[src/rtl/regfile_dump_reader_pkg.sv]
// Shared types and constants for the register-file dump reader.
// Optional feature macro: REGDUMP_SKIP_ZERO_EN (skip zero-valued registers).
package regfile_dump_reader_pkg;

    localparam int RD_NUM_REGS = 32;
    localparam int RD_ADDR_W   = 5;
    localparam int RD_DATA_W   = 32;

    typedef logic [RD_DATA_W-1:0] word_t;
    typedef logic [RD_ADDR_W-1:0] regbits_t;
    typedef logic [RD_ADDR_W:0]   regcount_t;

    localparam regbits_t REGDUMP_LAST = regbits_t'(RD_NUM_REGS - 1);

    typedef enum logic [1:0] {
        IDLE,
        READ,
        SEND,
        DONE
    } regdump_state_t;

endpackage

[src/rtl/regfile_dump_reader.sv]
// Sweeps the register file through one read port and streams each word out over valid/ready.
// Optional feature macro: REGDUMP_SKIP_ZERO_EN (zero-valued registers are not emitted).
module regfile_dump_reader
    import regfile_dump_reader_pkg::*;
#(
    parameter int NUM_REGS = RD_NUM_REGS,
    parameter int ADDR_W   = RD_ADDR_W,
    parameter int DATA_W   = RD_DATA_W
) (
    input  logic              CLK,
    input  logic              RST,
    input  logic              dump_req,
    output logic [ADDR_W-1:0] rsel,
    input  logic [DATA_W-1:0] rdat,
    output logic              busy,
    output logic              dump_valid,
    input  logic              dump_ready,
    output logic [ADDR_W-1:0] dump_addr,
    output logic [DATA_W-1:0] dump_data,
    output logic [ADDR_W:0]   dump_count,
    output logic              dump_done
);

    localparam logic [ADDR_W-1:0] LAST_IDX = ADDR_W'(NUM_REGS - 1);

    regdump_state_t    state_q, state_d;
    logic [ADDR_W-1:0] index_q, index_d;
    logic [ADDR_W-1:0] addr_q,  addr_d;
    logic [DATA_W-1:0] data_q,  data_d;
    logic [ADDR_W:0]   count_q, count_d;

    always_ff @(posedge CLK or posedge RST) begin
        if (RST) begin
            state_q <= IDLE;
            index_q <= '0;
            addr_q  <= '0;
            data_q  <= '0;
            count_q <= '0;
        end else begin
            state_q <= state_d;
            index_q <= index_d;
            addr_q  <= addr_d;
            data_q  <= data_d;
            count_q <= count_d;
        end
    end

    // dump_count is cleared only when a new sweep starts so the last total stays visible.
    always_comb begin
        state_d = state_q;
        index_d = index_q;
        addr_d  = addr_q;
        data_d  = data_q;
        count_d = count_q;
        case (state_q)
            IDLE: begin
                if (dump_req) begin
                    state_d = READ;
                    index_d = '0;
                    count_d = '0;
                end
            end
            READ: begin
`ifdef REGDUMP_SKIP_ZERO_EN
                if (rdat == '0) begin
                    if (index_q == LAST_IDX) begin
                        state_d = DONE;
                    end else begin
                        index_d = index_q + 1'b1;
                    end
                end else begin
                    addr_d  = index_q;
                    data_d  = rdat;
                    state_d = SEND;
                end
`else
                addr_d  = index_q;
                data_d  = rdat;
                state_d = SEND;
`endif
            end
            SEND: begin
                if (dump_ready) begin
                    count_d = count_q + 1'b1;
                    if (index_q == LAST_IDX) begin
                        state_d = DONE;
                    end else begin
                        index_d = index_q + 1'b1;
                        state_d = READ;
                    end
                end
            end
            DONE: begin
                state_d = IDLE;
            end
            default: begin
                state_d = IDLE;
            end
        endcase
    end

    // The read port is only driven while actually reading so the halt mux sees 0 otherwise.
    assign rsel       = (state_q == READ) ? index_q : '0;
    assign busy       = (state_q != IDLE);
    assign dump_valid = (state_q == SEND);
    assign dump_done  = (state_q == DONE);
    assign dump_addr  = addr_q;
    assign dump_data  = data_q;
    assign dump_count = count_q;

endmodule

[config.mk]
export PLATFORM = sky130hd
export DESIGN_NAME = regfile_dump_reader
export DESIGN_NICKNAME = d
export VERILOG_FILES = /design/src/rtl/regfile_dump_reader_pkg.sv /design/src/rtl/regfile_dump_reader.sv
export SDC_FILE = /design/constraint.sdc
export NUM_CORES = 1
export LEC_CHECK = 0
export BUFFER_PORTS_ARGS = -buffer_cell sky130_fd_sc_hd__buf_2
export CAP_MARGIN = 20
export CORE_MARGIN = 4
export CORE_UTILIZATION = 50
export CTS_CLUSTER_DIAMETER = 120
export DETAILED_ROUTE_END_ITERATION = 12
export PLACE_DENSITY = 0.83
export SLEW_MARGIN = 10
export SYNTH_ARGS = -nofsm -noshare
export SYNTH_HDL_FRONTEND = slang
export SYNTH_SLANG_ARGS = --single-unit
[constraint.sdc]
create_clock -name CLK -period 5.3 [get_ports CLK]
set_clock_uncertainty 0.2 [all_clocks]
set_input_delay 0.265 -clock CLK [delete_from_list [all_inputs] [get_ports CLK]]
set_output_delay 0.265 -clock CLK [all_outputs]
set_load 0.005 [all_outputs]
## Word-level counts from Yosys, hierarchy flattened

Index checks and enable logic that the tools add are counted.
Widths: inputs -> output; s select.

| word-level totals | value |
|---|---|
| flip-flop bits (word level) | 50 |
| output and inout port bits | 51 |

| cells by class | value |
|---|---|
| add/sub/neg operators | 2 |
| multiplexer cells | 12 |
| equal/unequal tests | 7 |
| reductions and logical operators | 6 |

Operators with widths:

| cell | count |
|---|---|
| $mux 5 | 4 |
| $mux 6 | 2 |
| $pmux 6 s2 | 1 |
| $pmux 5 s2 | 1 |
| $pmux 2 s4 | 1 |
| $add 6x1->6 const B | 1 |
| $mux 2 | 3 |
| $add 5x1->5 const B | 1 |
| $eq 5x5->1 const B | 1 |
| $eq 2x2->1 const B | 2 |
| $ne 2x2->1 const B | 2 |
| $reduce_and 4->1 | 1 |
| $reduce_bool 2->1 | 2 |
| $reduce_and 3->1 | 1 |
| $eq 2x1->1 const B | 1 |
| $logic_not 2->1 | 1 |
| $ne 2x1->1 const B | 1 |
| $reduce_and 2->1 | 1 |

## Longest topological paths before layout

| logic depth | value |
|---|---|
| depth in word-level cells | 4 |
| gate-level depth with buffers | 6 |
| depth with buffers taken out | 6 |

## Least setup slack after synthesis

OpenSTA, ideal clock, no wires.

| timing path | value |
|---|---|
| kind | reg-to-reg |
| start | reg index_q[0] |
| end | reg index_q[0] |
| setup slack | 3.359 ns |
| data required time | 4.975 ns |
| stages on the path, launching flop included | 7 |
| path buffers | 0 |
| library setup time | 0.125 ns |
| arrival time | 1.617 ns |
| period minus slack after synthesis | 1.941 ns |
| cell sequence | dfrtp_1 ha_1 and3_1 ha_1 and4bb_4 nor2_2 mux2_2 |

| between the ends | value |
|---|---|
| cells in the longest elaborated chain, start to end | 4 |

Ends and longest elaborated chain:

| item | RTL line | source |
|---|---|---|
| from (decl) | regfile_dump_reader.sv:27 | `logic [ADDR_W-1:0] index_q, index_d;` |
| from (signal assigned) | regfile_dump_reader.sv:41 | `index_q <= index_d;` |
| $add 5x1->5 | regfile_dump_reader.sv:88 | `index_d = index_q + 1'b1;` |
| $mux 5 | regfile_dump_reader.sv:85 | `if (index_q == LAST_IDX) begin` |
| $mux 5 | regfile_dump_reader.sv:83 | `if (dump_ready) begin` |
| $pmux 5 s2 | regfile_dump_reader.sv:55 | `case (state_q)` |

Parallel ways exist; a longest one is shown, timed or not. The select of a mux whose other input is x is not followed.
A chain may end at the register's enable or synchronous reset.

## Worst setup path after layout

| timing path | value |
|---|---|
| start | reg state_q[0] |
| end | out rsel[3] |

| between the ends | value |
|---|---|
| cells in the longest elaborated chain, start to end | 2 |

Ends and longest elaborated chain:

| item | RTL line | source |
|---|---|---|
| from (decl) | regfile_dump_reader.sv:26 | `regdump_state_t state_q, state_d;` |
| from (signal assigned) | regfile_dump_reader.sv:40 | `state_q <= state_d;` |
| $eq 2x1->1 | regfile_dump_reader.sv:103 | `assign rsel = (state_q == READ) ? index_q : '0;` |
| $mux 5 | regfile_dump_reader.sv:103 |  |
| to (decl) | regfile_dump_reader.sv:13 | `output logic [ADDR_W-1:0] rsel,` |

Every way passes these cells.

==> metrics.md <==
| Metric | Value |
|---|---|
| Switching Share | `a little under two fifths` |
| CTS Sinks | `50` |
| DRC Markers | `0` |
| Sequential share of power | `between 40 and 50%` |
| Fmax | `between 0.3 and 0.4 GHz` |
| CP Max Fanout | `20` |
| Final wirelength | `about 5300 um` |
| Final hold violation count | `0` |
| PwrDens | `around 480 nW/um^2` |
| Final setup vio count | `0` |
| Share of cells above drive strength 1 | `a little under a third` |
| NetSw | `528 uW` |
| Required @ worst endpoint | `about 4800 ps` |
| Layout Nets | `371` |
| WL per Instance | `roughly 14 um` |
| Hold path start | `dump_ready` |
| Int Power | `between 800 and 900 uW` |
| Final period util | `about half` |
| Setup WS pre-CTS | `3030 ps` |
| Clock period minus worst slack | `about 2600 ps` |
| Starting Density | `51.8%` |
| Crit path launch type | `register` |
| Gr usage total | `approximately 22%` |
| Rows | `23` |
| Root buffer cell | `clkbuf_8` |
| Synth Area per Inst | `just under 10 um^2` |
| Tot Pwr | `between 1000 and 1500 uW` |
| First-pass GRT wire length | `approximately 9000 um` |
| Routed vias | `roughly 1,900` |
| Dpl hpwl | `around 3300 um` |
| I/O pin count | `87` |
| Finished Layout Cells | `383` |
| Worst rel slew slack | `between 50% and 60%` |
| Status | `finished, final reports clean` |
| Max Cap Viol | `0` |
| Clock transition at the registers of the reported paths | `~80 ps` |
| CTS-repair resized insts | `0` |
| FF-to-FF Start | `index_q[0]` |
| Via-to-Cell Ratio | `4.87` |
| Power share of the clock group | `between 10% and 20%` |
| Fillers | `~290` |
| Kind of critical path | `register to primary output` |
| Synth Register Bits | `50` |
| Setup Fix Bufs, Post-CTS | `0` |
| Synthesized Nets | `~250` |
| Leakage | `approximately 0.0017 uW` |
| Peak VDD IR | `between 0.2 and 0.3 mV` |
| Synth Cell Area | `approximately 2100 um^2` |
| Slew @ Worst Pin | `approximately 740 ps` |
| CTS tree | `done` |
| Die area | `between 5000 and 6000 um^2` |
| Number of global-route vias before repair | `roughly 1,900` |
| Leading area contributor after synthesis | `dfrtp_1` |
| Final TNS setup | `0 ps` |
| Hold WS | `between 70 and 80 ps` |
| Grt ovf | `0` |
| DRT Pass-1 Iters | `4` |
| CTS Buf Count | `5` |
| Pin count of the biggest net entering global routing | `about 50` |
| # diodes | `0` |
| Worst setup path start | `state_q[0]` |
| Final max-slew violation count | `0` |
| Sequential fraction of the synthesis area | `between 50% and 60%` |
| Combinational Power Share | `between 30% and 40%` |
| Top post-synthesis cells by area | `dfrtp_1 60%, nand2_1 18%, a21o_1 2.2%` |
| Number of DRC markers in iteration 0 | `132` |
| Initial antenna violation count | `0` |
| Area of the core | `slightly above 4000 um^2` |
| Post-Syn Instances | `approximately 210` |
| RSZ-0062 raised after global routing | `false` |
| Number of enable flip-flop cells after synthesis | `0` |
| Clock latency on the worst-skew pair | `just under 300 ps` |
| FFs w/ async S/R, synth | `100%` |
| Placed Cells incl. Taps | `~340` |
| Synth top area share | `60.0%` |
| Hold crit path type | `input port to register` |
| P&R area growth vs syn | `42.6%` |
| Die height | `72.6 um` |
| Gpl congestion | `roughly 0.74` |
| Commonest cells in the netlist | `101 x nand2_1, 50 x dfrtp_1, 6 x a21o_1, 6 x and2_1, 5 x buf_2` |
| Post-synth top flop | `dfrtp_1` |
| Critical path capture point type | `primary output` |
| Count leader, synth | `nand2_1` |
| Clock Path Buffers | `2` |
| H-tree levels | `2` |
| Synth unique cells | `36` |
| Antenna-violating nets left | `0` |
| CP arrival | `roughly 2100 ps` |
| Port Buf Inserts | `86` |
| Die width | `72.6 um` |
| Yosys warns | `0` |
| Final Worst Setup Slack | `~2700 ps` |
-- cell type report --
| class | count | area [um^2] | share of cell area (%) |
|---|---|---|---|
| multi-input combinational | 151 | 768 | 25.8 |
| timing repair buffer | 122 | 796 | 26.7 |
| clock inverter | 1 | 5.00 | 0.168 |
| clock buffer | 7 | 86.3 | 2.90 |
| sequential | 50 | 1250 | 42.0 |
| tap | 50 | 62.6 | 2.10 |
| inverter | 2 | 7.51 | 0.252 |
-- routing by layer --
layer	global-route usage (%)	share of wire [%]	routed length, um	up-vias
li1	-	-	-	921
met1	27.2	41	2180	871
met2	37.7	51	2700	60
met3	5.10	5.8	307	13
met4	8.20	2.6	140	0
met5	0	0	0	-
-- worst paths after layout --
kind / endpoint / slack (ps) / cells past startpoint
worst max-delay path: rsel[3] / 2720 / 4
worst min-delay path: dump_count[1] / 80 / 3
worst max register to register: index_q[0] / 3240 / 6
worst min register to register: dump_count[5] / 270 / 1
max in group asynchronous: dump_addr[4] / 4160 / 4
min in group asynchronous: dump_data[31] / 260 / 3
-- power groups by stage --
stage / clock network, uW / registers, uW / logic (uW)
2_1_floorplan: 0 / 639 / 315
3_3_place_gp: 0 / 631 / 518
3_5_place_dp: 0 / 637 / 538
4_1_cts: 231 / 630 / 559
5_1_grt: 249 / 656 / 639
6_report: 222 / 635 / 563
-- per-stage QoR --
stage / util [%] / cell area [um^2]
after global routing: 73.9 / 2980
after detailed placement: 62.9 / 2530
after CTS: 73.1 / 2950
after global placement: 62.9 / 2530
after floorplan: - / 2090
final: 73.9 / 2980
-- registers in the layout, summed over array words and instances (netlist names) --
register,count
dump_count,6
index_q,5
state_q,2
dump_addr,5
dump_data,32
-- kinds of logic after synthesis --
kind of cell	Yosys count	synth area share (%)
fa+ha+maj	3	1.80
buf+inv	12	3.36
compound gates	18	6.65
flops	50	60.0
mux	2	1.02
xor+xnor	1	0.420
simple gates	127	26.8
-- critical path, stage by stage, from the launching register on --
cell	delay [ps]
dfrtp_1	480
nor2b_2	670
buf_4	350
and2_1	190
buf_2	120
-- timing repair --
action	4_1_cts	5_1_grt
hold buffers	32	1
hold endpoints to repair	32	13
setup endpoints to repair	0	0
-- cells in the final DEF (no fill, tap or decap), types with 2 or more instances in the layout --
cell / instances
a22o_1: 2
buf_2: 86
nand2_1: 101
nand2b_1: 2
nand3_1: 3
buf_4: 2
and2_1: 6
o211ai_2: 2
o21ai_1: 2
a21o_1: 6
clkbuf_8: 6
dfrtp_1: 50
and3_1: 2
o31ai_1: 2
ha_1: 3
dlygate4sd3_1: 33
No activity file was read; power rests on OpenSTA's default activity.
